File: src/rtl/mem_arbiter_if.sv
// mem_arbiter_if: IF/MEM request, byte-RAM and stall signals of mem_arbiter.
interface mem_arbiter_if;
    logic        if_req;
    logic [31:0] if_addr;
    logic        if_done;
    logic [31:0] if_data;
    logic        mem_req;
    logic        mem_we;
    logic [1:0]  mem_width;
    logic [31:0] mem_addr;
    logic [31:0] mem_wdata;
    logic        mem_done;
    logic [31:0] mem_rdata;
    logic [7:0]  ram_din;
    logic [7:0]  ram_dout;
    logic [31:0] ram_a;
    logic        ram_wr;
    logic        stall_if;
    logic        stall_mem;
    modport slave (
        input  if_req, if_addr, mem_req, mem_we, mem_width, mem_addr, mem_wdata, ram_din,
        output if_done, if_data, mem_done, mem_rdata, ram_dout, ram_a, ram_wr, stall_if, stall_mem
    );
    modport master (
        output if_req, if_addr, mem_req, mem_we, mem_width, mem_addr, mem_wdata, ram_din,
        input  if_done, if_data, mem_done, mem_rdata, ram_dout, ram_a, ram_wr, stall_if, stall_mem
    );
endinterface

File: src/rtl/mem_arbiter.sv
// mem_arbiter: single-port byte-RAM arbiter/sequencer for IF fetches and MEM loads/stores.
// Defining MEM_ARB_RR_EN switches simultaneous-request arbitration from MEM-first to round-robin.
module mem_arbiter (
    input logic         clk,
    input logic         rst,
    mem_arbiter_if.slave bus
);
    typedef enum logic [1:0] {IDLE, READ, WRITE, DONE} state_t;
    state_t      state_q, state_d;
    logic        owner_q, owner_d;
    logic [2:0]  n_q, n_d, cnt_q, cnt_d;
    logic [31:0] base_q, base_d, wdata_q, wdata_d, buf_q, buf_d;
    logic [31:0] if_data_q, if_data_d, mem_rdata_q, mem_rdata_d;
    logic        grant_mem;
    logic [1:0]  cap_idx;
    logic [31:0] addr_k;
`ifdef MEM_ARB_RR_EN
    logic        last_q, last_d;
    assign grant_mem = bus.mem_req & (~bus.if_req | ~last_q);
`else
    assign grant_mem = bus.mem_req;
`endif
    // owner_q = 1 means MEM; byte k is captured one cycle after its address is issued
    assign cap_idx = cnt_q[1:0] - 2'd1;
    assign addr_k  = base_q + {29'd0, cnt_q};

    always_comb begin
        state_d     = state_q;
        owner_d     = owner_q;
        n_d         = n_q;
        cnt_d       = cnt_q;
        base_d      = base_q;
        wdata_d     = wdata_q;
        buf_d       = buf_q;
        if_data_d   = if_data_q;
        mem_rdata_d = mem_rdata_q;
`ifdef MEM_ARB_RR_EN
        last_d      = last_q;
`endif
        bus.ram_a    = 32'd0;
        bus.ram_wr   = 1'b0;
        bus.ram_dout = 8'd0;
        case (state_q)
            IDLE: if (grant_mem || bus.if_req) begin
                owner_d = grant_mem;
                n_d     = !grant_mem ? 3'd4 : bus.mem_width == 2'b00 ? 3'd1 : bus.mem_width == 2'b01 ? 3'd2 : 3'd4;
                base_d  = grant_mem ? bus.mem_addr : bus.if_addr;
                wdata_d = bus.mem_wdata;
                cnt_d   = 3'd0;
                buf_d   = 32'd0;
                state_d = (grant_mem && bus.mem_we) ? WRITE : READ;
`ifdef MEM_ARB_RR_EN
                last_d  = grant_mem;
`endif
            end
            READ: begin
                bus.ram_a = (cnt_q < n_q) ? addr_k : 32'd0;
                if (cnt_q != 3'd0) buf_d[{cap_idx, 3'b000} +: 8] = bus.ram_din;
                cnt_d = cnt_q + 3'd1;
                if (cnt_q == n_q) begin
                    state_d = DONE;
                    if (owner_q) mem_rdata_d = buf_d;
                    else if_data_d = buf_d;
                end
            end
            WRITE: begin
                bus.ram_wr   = 1'b1;
                bus.ram_a    = addr_k;
                bus.ram_dout = wdata_q[{cnt_q[1:0], 3'b000} +: 8];
                cnt_d        = cnt_q + 3'd1;
                if (cnt_q == n_q - 3'd1) state_d = DONE;
            end
            default: state_d = IDLE;
        endcase
    end

    always_ff @(posedge clk or posedge rst) begin
        if (rst) begin
            state_q     <= IDLE;
            owner_q     <= 1'b0;
            n_q         <= 3'd0;
            cnt_q       <= 3'd0;
            base_q      <= 32'd0;
            wdata_q     <= 32'd0;
            buf_q       <= 32'd0;
            if_data_q   <= 32'd0;
            mem_rdata_q <= 32'd0;
`ifdef MEM_ARB_RR_EN
            last_q      <= 1'b0;
`endif
        end else begin
            state_q     <= state_d;
            owner_q     <= owner_d;
            n_q         <= n_d;
            cnt_q       <= cnt_d;
            base_q      <= base_d;
            wdata_q     <= wdata_d;
            buf_q       <= buf_d;
            if_data_q   <= if_data_d;
            mem_rdata_q <= mem_rdata_d;
`ifdef MEM_ARB_RR_EN
            last_q      <= last_d;
`endif
        end
    end

    assign bus.if_done   = (state_q == DONE) && !owner_q;
    assign bus.mem_done  = (state_q == DONE) && owner_q;
    assign bus.if_data   = if_data_q;
    assign bus.mem_rdata = mem_rdata_q;
    assign bus.stall_if  = bus.if_req & ~bus.if_done;
    assign bus.stall_mem = bus.mem_req & ~bus.mem_done;
endmodule

File: src/flat_wrapper.sv
// flat-port wrapper written by rule: the top's interface ports become plain ports
module mem_arbiter_flat 
  (clk, rst, bus_if_req, bus_if_addr, bus_mem_req, bus_mem_we, bus_mem_width, bus_mem_addr, bus_mem_wdata, bus_ram_din, bus_if_done, bus_if_data, bus_mem_done, bus_mem_rdata, bus_ram_dout, bus_ram_a, bus_ram_wr, bus_stall_if, bus_stall_mem);
  mem_arbiter_if bus_i ();
  input logic clk;
  input logic rst;
  input wire logic [$bits(bus_i.if_req)-1:0] bus_if_req;
  input wire logic [$bits(bus_i.if_addr)-1:0] bus_if_addr;
  input wire logic [$bits(bus_i.mem_req)-1:0] bus_mem_req;
  input wire logic [$bits(bus_i.mem_we)-1:0] bus_mem_we;
  input wire logic [$bits(bus_i.mem_width)-1:0] bus_mem_width;
  input wire logic [$bits(bus_i.mem_addr)-1:0] bus_mem_addr;
  input wire logic [$bits(bus_i.mem_wdata)-1:0] bus_mem_wdata;
  input wire logic [$bits(bus_i.ram_din)-1:0] bus_ram_din;
  output wire logic [$bits(bus_i.if_done)-1:0] bus_if_done;
  output wire logic [$bits(bus_i.if_data)-1:0] bus_if_data;
  output wire logic [$bits(bus_i.mem_done)-1:0] bus_mem_done;
  output wire logic [$bits(bus_i.mem_rdata)-1:0] bus_mem_rdata;
  output wire logic [$bits(bus_i.ram_dout)-1:0] bus_ram_dout;
  output wire logic [$bits(bus_i.ram_a)-1:0] bus_ram_a;
  output wire logic [$bits(bus_i.ram_wr)-1:0] bus_ram_wr;
  output wire logic [$bits(bus_i.stall_if)-1:0] bus_stall_if;
  output wire logic [$bits(bus_i.stall_mem)-1:0] bus_stall_mem;
  assign bus_i.if_req = bus_if_req;
  assign bus_i.if_addr = bus_if_addr;
  assign bus_i.mem_req = bus_mem_req;
  assign bus_i.mem_we = bus_mem_we;
  assign bus_i.mem_width = bus_mem_width;
  assign bus_i.mem_addr = bus_mem_addr;
  assign bus_i.mem_wdata = bus_mem_wdata;
  assign bus_i.ram_din = bus_ram_din;
  assign bus_if_done = bus_i.if_done;
  assign bus_if_data = bus_i.if_data;
  assign bus_mem_done = bus_i.mem_done;
  assign bus_mem_rdata = bus_i.mem_rdata;
  assign bus_ram_dout = bus_i.ram_dout;
  assign bus_ram_a = bus_i.ram_a;
  assign bus_ram_wr = bus_i.ram_wr;
  assign bus_stall_if = bus_i.stall_if;
  assign bus_stall_mem = bus_i.stall_mem;
  mem_arbiter u_core (.clk(clk), .rst(rst), .bus(bus_i));
endmodule
File: config.mk
export PLATFORM = sky130hd
export DESIGN_NAME = mem_arbiter_flat
export DESIGN_NICKNAME = d
export VERILOG_FILES = /design/src/rtl/mem_arbiter_if.sv /design/src/rtl/mem_arbiter.sv /design/src/flat_wrapper.sv
export SDC_FILE = /design/constraint.sdc
export NUM_CORES = 1
export LEC_CHECK = 0
export BUFFER_PORTS_ARGS = -buffer_cell sky130_fd_sc_hd__buf_2
export CORE_MARGIN = 1
export CORE_UTILIZATION = 47
export DETAILED_ROUTE_END_ITERATION = 8
export GPL_ROUTABILITY_DRIVEN = 0
export GPL_TIMING_DRIVEN = 0
export PLACE_DENSITY = 0.72
export SLEW_MARGIN = 10
export SYNTH_ARGS = -nofsm -noshare
export SYNTH_HDL_FRONTEND = slang
export SYNTH_SLANG_ARGS = --single-unit
File: constraint.sdc
create_clock -name clk -period 9.2 [get_ports clk]
set_input_delay 1.84 -clock clk [delete_from_list [all_inputs] [get_ports clk]]
set_output_delay 1.84 -clock clk [all_outputs]
set_load 0.05 [all_outputs]
==> flow_metrics.py, run 1 <==
metrics = {
    "worst_setup_path": {
        "crit_slowest_cell": "buf_1",
        "rr_endpoint": "u_core.bus.if_data[2]",
        "worst_ep_required_time_ns": 7.36,
        "start_kind": "flip-flop",
        "cp_num_buf_inv": 4,
        "slowest_delay_ns": 0.65,
        "critical_path_depth": 9,
        "critPathMaxFanout": 10,
        "critPathLaunch": "u_core.cnt_q[0]",
        "crit_type": "flip-flop to primary output",
        "endpoint_kind": "primary output",
        "crit_arrival_ns": 3.43,
        "path_cells": "buf_1 -> inv_1 -> ha_1 -> nor2b_1 -> o21ai_0 -> nand2_1 -> clkbuf_1 -> a21oi_1 -> buf_2",
        "r2r_cells": 9,
        "rr_startpoint": "u_core.cnt_q[0]",
        "cp_top_family": "buffers and inverters",
        "r2r_slack_ns": 5.72,
    },
    "clock_tree": {
        "htreeDepth": 4,
        "post_cts_resized": 0,
        "hold_buffers": 0,
        "cts_root_buf": "clkbuf_16",
        "tritoncts": "yes",
        "cts_made_buffers": 17,
        "clk_latency_ns": 0.42,
        "clock_path_buffers": 2,
        "clk_pin_slew_worst_paths_ns": 0.06,
        "cts.sinks": 169,
        "cts_setup_buffers": 0,
    },
    "yosys": {
        "synth_nets": 920,
        "async_flop_share_pct": 100,
        "synth_cells": 790,
        "avgSynthCellArea_sq_um": 10.5,
        "synth_edf_count": 0,
        "synth_ff_type": "dfrtp_1",
        "seq_area_frac_synth_pct": 51.1,
        "netlist_area_sq_um": 8280,
        "ys_warn_count": 0,
        "ys_types": 47,
        "synth.ff_latch_count": 169,
    },
    "die": {
        "die_area_sq_um": 18100,
        "core_area_sq_um": 17200,
        "die_h_um": 135,
        "num_rows": 48,
        "die_w_um": 135,
        "ioPinCount": 220,
        "start_util_pct": 48.0,
    },
    "cells_and_area": {
        "stdcell_count": 1257,
        "nNetsFinal": 1150,
        "regArea_sq_um": 4230,
        "drive_gt1_share_pct": 28.3,
        "diodes": 0,
        "fillCellCount": 1481,
        "final_cell_area_sq_um": 10200,
        "multi_input_comb_area_sq_um": 3800,
        "syn2layout_area_growth_pct": 23.4,
    },
    "global_routing": {
        "grt_pass1_wl_um": 34600,
        "antenna_found_initial": 0,
        "first_global_vias": 6699,
        "grt_max_degree": 103,
        "track_usage_pct": 24.7,
        "grt_overflow": 0,
    },
    "detailed_routing": {
        "firstDrtPassIters": 6,
        "routed_wl_um": 22100,
        "remaining_drc_errors": 0,
        "first_iter_violations": 430,
        "routed_via_density": 5.62,
        "wl_per_cell_um": 17.6,
        "ant_nets": 0,
        "dr_total_vias": 7064,
    },
    "run_status": {
        "status": "complete, no violations",
    },
    "sta": {
        "rsz0062_at_grt": "no",
        "fin_crit_sh_pct": 57.3,
        "holdWs_ns": 0.478,
        "finClkSkew_ns": 0.00963,
        "setup_violations": 0,
        "final_hold_viol_count": 0,
        "max_freq_mhz": 190,
        "fin_tns_setup_ns": 0,
        "drv_slew": 0,
        "slew_headroom_pct": 34.4,
        "finalCriticalPeriod_ns": 5.27,
        "tightest_slew_ns": 0.977,
        "finalWorstSetupSlack_ns": 3.93,
    },
    "power_and_ir_drop": {
        "ir_drop_mv": 0.228,
        "leakage_nw": 4.74,
        "p_per_area_nw_per_um2": 390,
    },
    "placed_design": {
        "pre_cts_ws_ns": 4.28,
        "dp_cells": 1226,
        "placed_cell_area_sq_um": 9650,
        "dp_hpwl_um": 15800,
        "io_buffers": 210,
    },
    "run": {
        "cap_violations": 0,
    },
    "min_path": {
        "hold_end": "u_core.bus.mem_rdata[28]",
        "min_path_cells": 2,
        "min_path_type": "flip-flop to flip-flop",
        "min_from": "u_core.bus.mem_rdata[28]",
    },
}
layout by cell type, fill, tap and decap left out, drive strengths merged, types with 7 or more instances in the layout:
cell type,instances
nor2b,7
nand2,88
a22o,33
xnor2,7
and2,11
inv,16
ha,18
dfrtp,169
clkbuf,63
mux2i,36
mux2,34
nand4,11
a22oi,32
o21ai,76
mux4,8
nor2,47
o31ai,13
buf,222
or4,13
a21oi,52
nand3,17
power by group:
part	switching, mW	internal, mW
clock	0.307	0.392
sequential	0.228	1.04
combinational	1.43	0.589
cell families after synthesis:
family                     share of synthesized area (%)
buffers and inverters                               3.04
muxes                                               11.2
xor gates and xnor gates                            1.56
DFF                                                 51.1
adders and majority gates                           2.96
AOI/OAI and AO/OA                                   16.3
and+or+nand+nor                                     13.9
layer usage:
layer  GRT usage [%]  vias up  wire [um]
met5               0        -          0
met4            7.12        0        233
met3            4.09       17       1240
met2            39.4      255      10600
met1            34.7     3472      10000
li1                -     3320          -
flip-flops by register name, indices dropped and copies added, names as in the netlist:
signal / flops
u_core.bus.mem_rdata: 32
u_core.wdata_q: 32
u_core.bus.if_data: 32
u_core.cnt_q: 3
u_core.n_q: 3
u_core.owner_q: 1
u_core.base_q: 32
u_core.state_q: 2
u_core.buf_q: 32
cells in the mapped netlist (11+ instances only):
| cell | n | area, sq um |
|---|---|---|
| nor2_1 | 47 | 176 |
| nand2_1 | 88 | 330 |
| o31ai_1 | 13 | 97.6 |
| or4_1 | 12 | 90.1 |
| dfrtp_1 | 169 | 4230 |
| mux2i_1 | 36 | 360 |
| nand3_1 | 17 | 85.1 |
| a22oi_1 | 32 | 240 |
| and2_1 | 11 | 68.8 |
| clkbuf_1 | 43 | 161 |
| o21ai_0 | 75 | 375 |
| inv_1 | 11 | 41.3 |
| mux2_2 | 34 | 383 |
| ha_1 | 18 | 225 |
| a22o_1 | 33 | 289 |
| a21oi_1 | 52 | 260 |
worst register-to-register path: cells and delay by family, from the launching register on:
kind	cells	cell delay, ns
AOI/OAI and AO/OA	1	0.14
adders and majority gates	1	0.36
buffers and inverters	4	1.87
DFF	1	0.56
and+or+nand+nor	3	0.46
worst max-delay path by stage:
stage / slack (ns) / endpoint
after floorplan: 2.78 / u_core.base_q[0]
after global placement: 0.85 / u_core.bus.mem_rdata[26]
after detailed placement: 4.28 / bus_ram_a[20]
after CTS: 3.82 / bus_ram_a[20]
after global routing: 3.57 / bus_ram_a[20]
final: 3.93 / bus_ram_a[20]
metrics by stage:
step	utilization, %	total power [mW]
2_1_floorplan	-	2.78
3_3_place_gp	55.8	3.26
3_5_place_dp	56.0	3.30
4_1_cts	59.3	4.01
5_1_grt	59.3	4.22
6_report	59.3	3.99
area by class of cell:
cell class / count / area share [%]
Clock inverter: 11 / 1.09
Clock buffer: 20 / 4.47
Tap cell: 225 / 2.76
Multi-Input combinational cell: 556 / 37.2
Inverter: 11 / 0.478
Timing Repair Buffer: 211 / 10.6
Sequential cell: 169 / 41.4
Buffer: 54 / 2.06
(Power assumes the default switching activity.)
==> run 2: changes to the inputs <==
clock period = 5.5 ns   (was 9.2 ns; I/O delays follow)
==> run 2 against run 1 <==
Die area did not move; flip-flop and latch count is the same; hold slack worse by 0.0058 ns; critical path depth is the same; count of clock-buffer cells in the layout fell by 2; worst setup slack worse by 3.0 ns; non-clock buffer count rose by 3; sequential share of layout area shrank 0.48 points; via count rose by 0.34%; critical endpoint is now bus_ram_a[23]; largest cell class unchanged.
==> flow_metrics.py, run 2 (synthesized netlist as in run 1, its figures left out) <==
metrics = {
    "global_routing": {
        "grt_max_degree": 40,
        "antenna_found_initial": 0,
        "grt_overflow": 0,
        "track_usage_pct": 25.2,
        "grt_pass1_wl_um": 35400,
        "first_global_vias": 6809,
    },
    "worst_setup_path": {
        "crit_type": "flip-flop to primary output",
        "endpoint_kind": "primary output",
        "crit_slowest_cell": "buf_1",
        "start_kind": "flip-flop",
        "worst_ep_required_time_ns": 4.40,
        "slowest_delay_ns": 0.66,
        "r2r_slack_ns": 1.96,
        "path_cells": "buf_1 -> inv_1 -> ha_1 -> nor2b_1 -> o21ai_0 -> nand2_1 -> clkbuf_1 -> a21oi_1 -> buf_2",
        "critPathMaxFanout": 10,
        "crit_arrival_ns": 3.46,
    },
    "detailed_routing": {
        "first_iter_violations": 403,
        "remaining_drc_errors": 0,
        "wl_per_cell_um": 17.6,
        "routed.top_layer": "met4",
        "wl_met2_um": 10500,
        "met1_length_um": 10100,
        "firstDrtPassIters": 5,
        "route.met3.wl_um": 1280,
        "dr_total_vias": 7088,
        "routed_via_density": 5.62,
        "routed_wl_um": 22100,
        "ant_nets": 0,
    },
    "min_path": {
        "min_path_type": "flip-flop to flip-flop",
    },
    "cells_and_area": {
        "stdcell_count": 1261,
        "diodes": 0,
        "final_common_cell": "buf_2",
        "fillCellCount": 1468,
        "final_cell_area_sq_um": 10300,
        "nNetsFinal": 1153,
        "drive_gt1_share_pct": 28.6,
        "mostFrequentLayoutCells": "210 x buf_2, 169 x dfrtp_1, 88 x nand2_1",
        "syn2layout_area_growth_pct": 24.8,
        "multi_input_comb_area_sq_um": 3800,
        "regArea_sq_um": 4230,
    },
    "sta": {
        "finalCriticalPeriod_ns": 4.56,
        "setup_violations": 0,
        "tightest_slew_ns": 0.966,
        "finClkSkew_ns": 0.0126,
        "max_freq_mhz": 219,
        "drv_slew": 0,
        "fin_tns_setup_ns": 0,
        "rsz0062_at_grt": "no",
        "slew_headroom_pct": 35.4,
        "finalWorstSetupSlack_ns": 0.938,
        "fin_crit_sh_pct": 83.0,
        "final_hold_viol_count": 0,
    },
    "clock_tree": {
        "cts_root_buf": "clkbuf_16",
        "cts_setup_buffers": 0,
        "cts.sinks": 169,
        "cts_made_buffers": 17,
        "hold_buffers": 0,
        "clk_pin_slew_worst_paths_ns": 0.07,
        "tritoncts": "yes",
        "htreeDepth": 4,
        "clock_path_buffers": 2,
        "post_cts_resized": 0,
        "clk_latency_ns": 0.43,
    },
    "die": {
        "die_area_sq_um": 18100,
        "die_w_um": 135,
        "die_h_um": 135,
        "ioPinCount": 220,
        "num_rows": 48,
        "core_area_sq_um": 17200,
        "start_util_pct": 48.0,
    },
    "placed_design": {
        "io_buffers": 210,
        "dp_cells": 1229,
        "pre_cts_ws_ns": 1.37,
        "dp_hpwl_um": 16100,
        "placed_cell_area_sq_um": 9690,
    },
    "run": {
        "cap_violations": 0,
    },
    "run_status": {
        "status": "complete, no violations",
    },
    "power_and_ir_drop": {
        "leakage_nw": 4.79,
        "power_mw": 6.80,
        "ir_drop_mv": 0.434,
        "p_per_area_nw_per_um2": 658,
    },
}
## run 2: path summary, 6_finish.rpt
path	startpoint	cells after the start	to
max	u_core.cnt_q[0]	9	bus_ram_a[23]
min	u_core.bus.mem_rdata[22]	2	u_core.bus.mem_rdata[22]
max reg2reg	u_core.cnt_q[0]	9	u_core.bus.if_data[4]
min reg2reg	u_core.bus.mem_rdata[22]	2	u_core.bus.mem_rdata[22]
max in group asynchronous	rst	4	u_core.bus.if_data[21]
min in group asynchronous	rst	2	u_core.bus.if_data[5]
## run 2: area by class of cell
class                   instances  share of cell area [%]
plain buffers                  54                    2.03
clock buffers                  18                    4.15
clock inverters                14                    2.03
inverters                      11                   0.436
multi-input cells             556                    36.7
flip-flops and latches        169                    40.9
well taps                     225                    2.72
repair buffers                214                    10.9
## run 2: per-stage QoR
stage | utilization [%] | hold WS [ns]
after floorplan | - | 0.450
after global placement | 55.8 | 0.458
after detailed placement | 56.2 | 0.467
after CTS | 60.0 | 0.482
after global routing | 60.0 | 0.504
final | 60.0 | 0.472
## run 2: metal layers
metal  GRT usage, %  up-vias
met2           39.4      235
li1               -     3339
met3           5.89       22
met1           34.9     3492
met4           7.43        0
met5              0        -
## run 2: power by group
part	leakage (nW)	total [mW]	internal [mW]	switching, mW
registers	2.11	2.13	1.75	0.387
logic	2.37	3.38	0.988	2.39
clock network	0.306	1.28	0.737	0.547
total	4.79	6.80	3.47	3.33
## run 2: critical path: cells and delay by family, from the launching register on
family	cells	cell delay, ns
DFF	1	0.57
adders and majority gates	1	0.26
AOI/OAI and AO/OA	2	0.22
buffers and inverters	4	1.59
and+or+nand+nor	2	0.38
==> run 3: changes to the inputs <==
PLACE_DENSITY = 0.75   (was 0.72)
clock period = 3.9 ns   (was 5.5 ns; I/O delays follow)
==> run 3 against run 2 <==
Clock power grew 23%; first-iteration DRC count rose by 16%; cell area down 0.56%.
==> flow_metrics.py, run 3 (synthesized netlist as in run 1, its figures left out) <==
metrics = {
    "run_status": {
        "status": "complete, no violations",
    },
    "die": {
        "die_w_um": 135,
        "num_rows": 48,
        "start_util_pct": 48.0,
        "die_area_sq_um": 18100,
        "core_area_sq_um": 17200,
        "die_h_um": 135,
        "ioPinCount": 220,
    },
    "power_and_ir_drop": {
        "power_mw": 9.36,
        "p_per_area_nw_per_um2": 911,
        "leakage_nw": 4.77,
        "ir_drop_mv": 0.476,
    },
    "global_routing": {
        "track_usage_pct": 25.0,
        "antenna_found_initial": 1,
        "grt_pass1_wl_um": 34900,
        "grt_overflow": 0,
        "grt_max_degree": 38,
        "first_global_vias": 6766,
    },
    "detailed_routing": {
        "remaining_drc_errors": 0,
        "routed_via_density": 5.57,
        "firstDrtPassIters": 5,
        "routed_wl_um": 22200,
        "dr_total_vias": 7025,
        "first_iter_violations": 466,
        "wl_per_cell_um": 17.6,
        "ant_nets": 0,
    },
    "cells_and_area": {
        "drive_gt1_share_pct": 29.2,
        "fin_util_pct": 59.6,
        "final_cell_area_sq_um": 10300,
        "multi_input_comb_area_sq_um": 3800,
        "nNetsFinal": 1153,
        "mostFrequentLayoutCells": "210 x buf_2, 169 x dfrtp_1, 88 x nand2_1",
        "syn2layout_area_growth_pct": 24.1,
        "final_common_cell": "buf_2",
        "fillCellCount": 1502,
        "regArea_sq_um": 4230,
    },
    "worst_setup_path": {
        "r2r_slack_ns": 0.58,
        "start_kind": "flip-flop",
        "cp_top_family": "simple AND/OR/NAND/NOR gates",
        "crit_slowest_cell": "or4_4",
        "crit_arrival_ns": 2.98,
        "slowest_delay_ns": 0.54,
        "endpoint_kind": "primary output",
        "critPathMaxFanout": 10,
        "crit_type": "flip-flop to primary output",
        "cp_num_buf_inv": 2,
        "worst_ep_required_time_ns": 3.12,
        "path_cells": "nand4_4 -> or4_4 -> clkbuf_1 -> nor4_2 -> mux2i_1 -> buf_2",
    },
    "clock_tree": {
        "clk_latency_ns": 0.43,
        "cts_made_buffers": 17,
        "clock_path_buffers": 2,
        "cts.sinks": 169,
        "tritoncts": "yes",
        "htreeDepth": 4,
        "clk_pin_slew_worst_paths_ns": 0.07,
        "cts_root_buf": "clkbuf_16",
    },
    "sta": {
        "final_hold_viol_count": 0,
        "finClkSkew_ns": 0.00936,
        "drv_slew": 0,
        "rsz0062_at_grt": "no",
        "tightest_slew_ns": 1.02,
        "holdWs_ns": 0.397,
        "setup_violations": 0,
        "fin_crit_sh_pct": 96.3,
        "finalWorstSetupSlack_ns": 0.142,
        "max_freq_mhz": 266,
        "slew_headroom_pct": 32.1,
        "finalCriticalPeriod_ns": 3.76,
    },
    "min_path": {
        "min_path_type": "input pin to asynchronous set/reset pin",
    },
    "placed_design": {
        "io_buffers": 210,
        "pre_cts_ws_ns": 0.104,
        "dp_hpwl_um": 16300,
        "placed_cell_area_sq_um": 9710,
    },
    "run": {
        "cap_violations": 0,
    },
}
## run 3: what timing repair did
action	in CTS	in global routing
resized for setup	4	6
endpoints found under the setup margin	25	29
hold buffers	0	0
setup buffers	0	0
gates cloned	0	0
## run 3: routing by layer
metal / up-vias / GRT usage (%) / wire length (um)
li1: 3334 / - / -
met5: - / 0 / 0
met2: 238 / 39.5 / 10500
met3: 52 / 4.05 / 1010
met1: 3401 / 33.7 / 10000
met4: 0 / 11.5 / 694
## run 3: cell type report
class                           count  area share (%)
Antenna cell                        1          0.0244
Buffer                             53            2.08
Clock buffer                       19            4.31
Clock inverter                     13            1.03
Inverter                           11           0.438
Multi-Input combinational cell    556            37.0
Sequential cell                   169            41.2
Tap cell                          225            2.74
Timing Repair Buffer              215            11.2
## run 3: stage by stage
step / cells / setup TNS (ns)
final: 1262 / 0
after global routing: 1262 / 0
after CTS: 1262 / 0
after detailed placement: 1230 / 0
after global placement: 1225 / -12.53
after floorplan: 790 / 0
## run 3: worst paths after layout
kind                                          start                  endpoint  depth (start not counted)
setup / recovery                   u_core.base_q[3]             bus_ram_a[28]                          6
hold / removal                                  rst        u_core.wdata_q[11]                          2
setup reg to reg                    u_core.cnt_q[1]          u_core.buf_q[14]                          6
hold reg to reg            u_core.bus.mem_rdata[10]  u_core.bus.mem_rdata[10]                          2
max in group asynchronous                       rst    u_core.bus.if_data[26]                          5
min in group clk           u_core.bus.mem_rdata[10]  u_core.bus.mem_rdata[10]                          2
## run 3: report_power, final
| group | switching, mW | total, mW | internal (mW) |
|---|---|---|---|
| clock network | 0.736 | 1.58 | 0.849 |
| registers | 0.548 | 3.01 | 2.46 |
| logic | 3.36 | 4.76 | 1.40 |
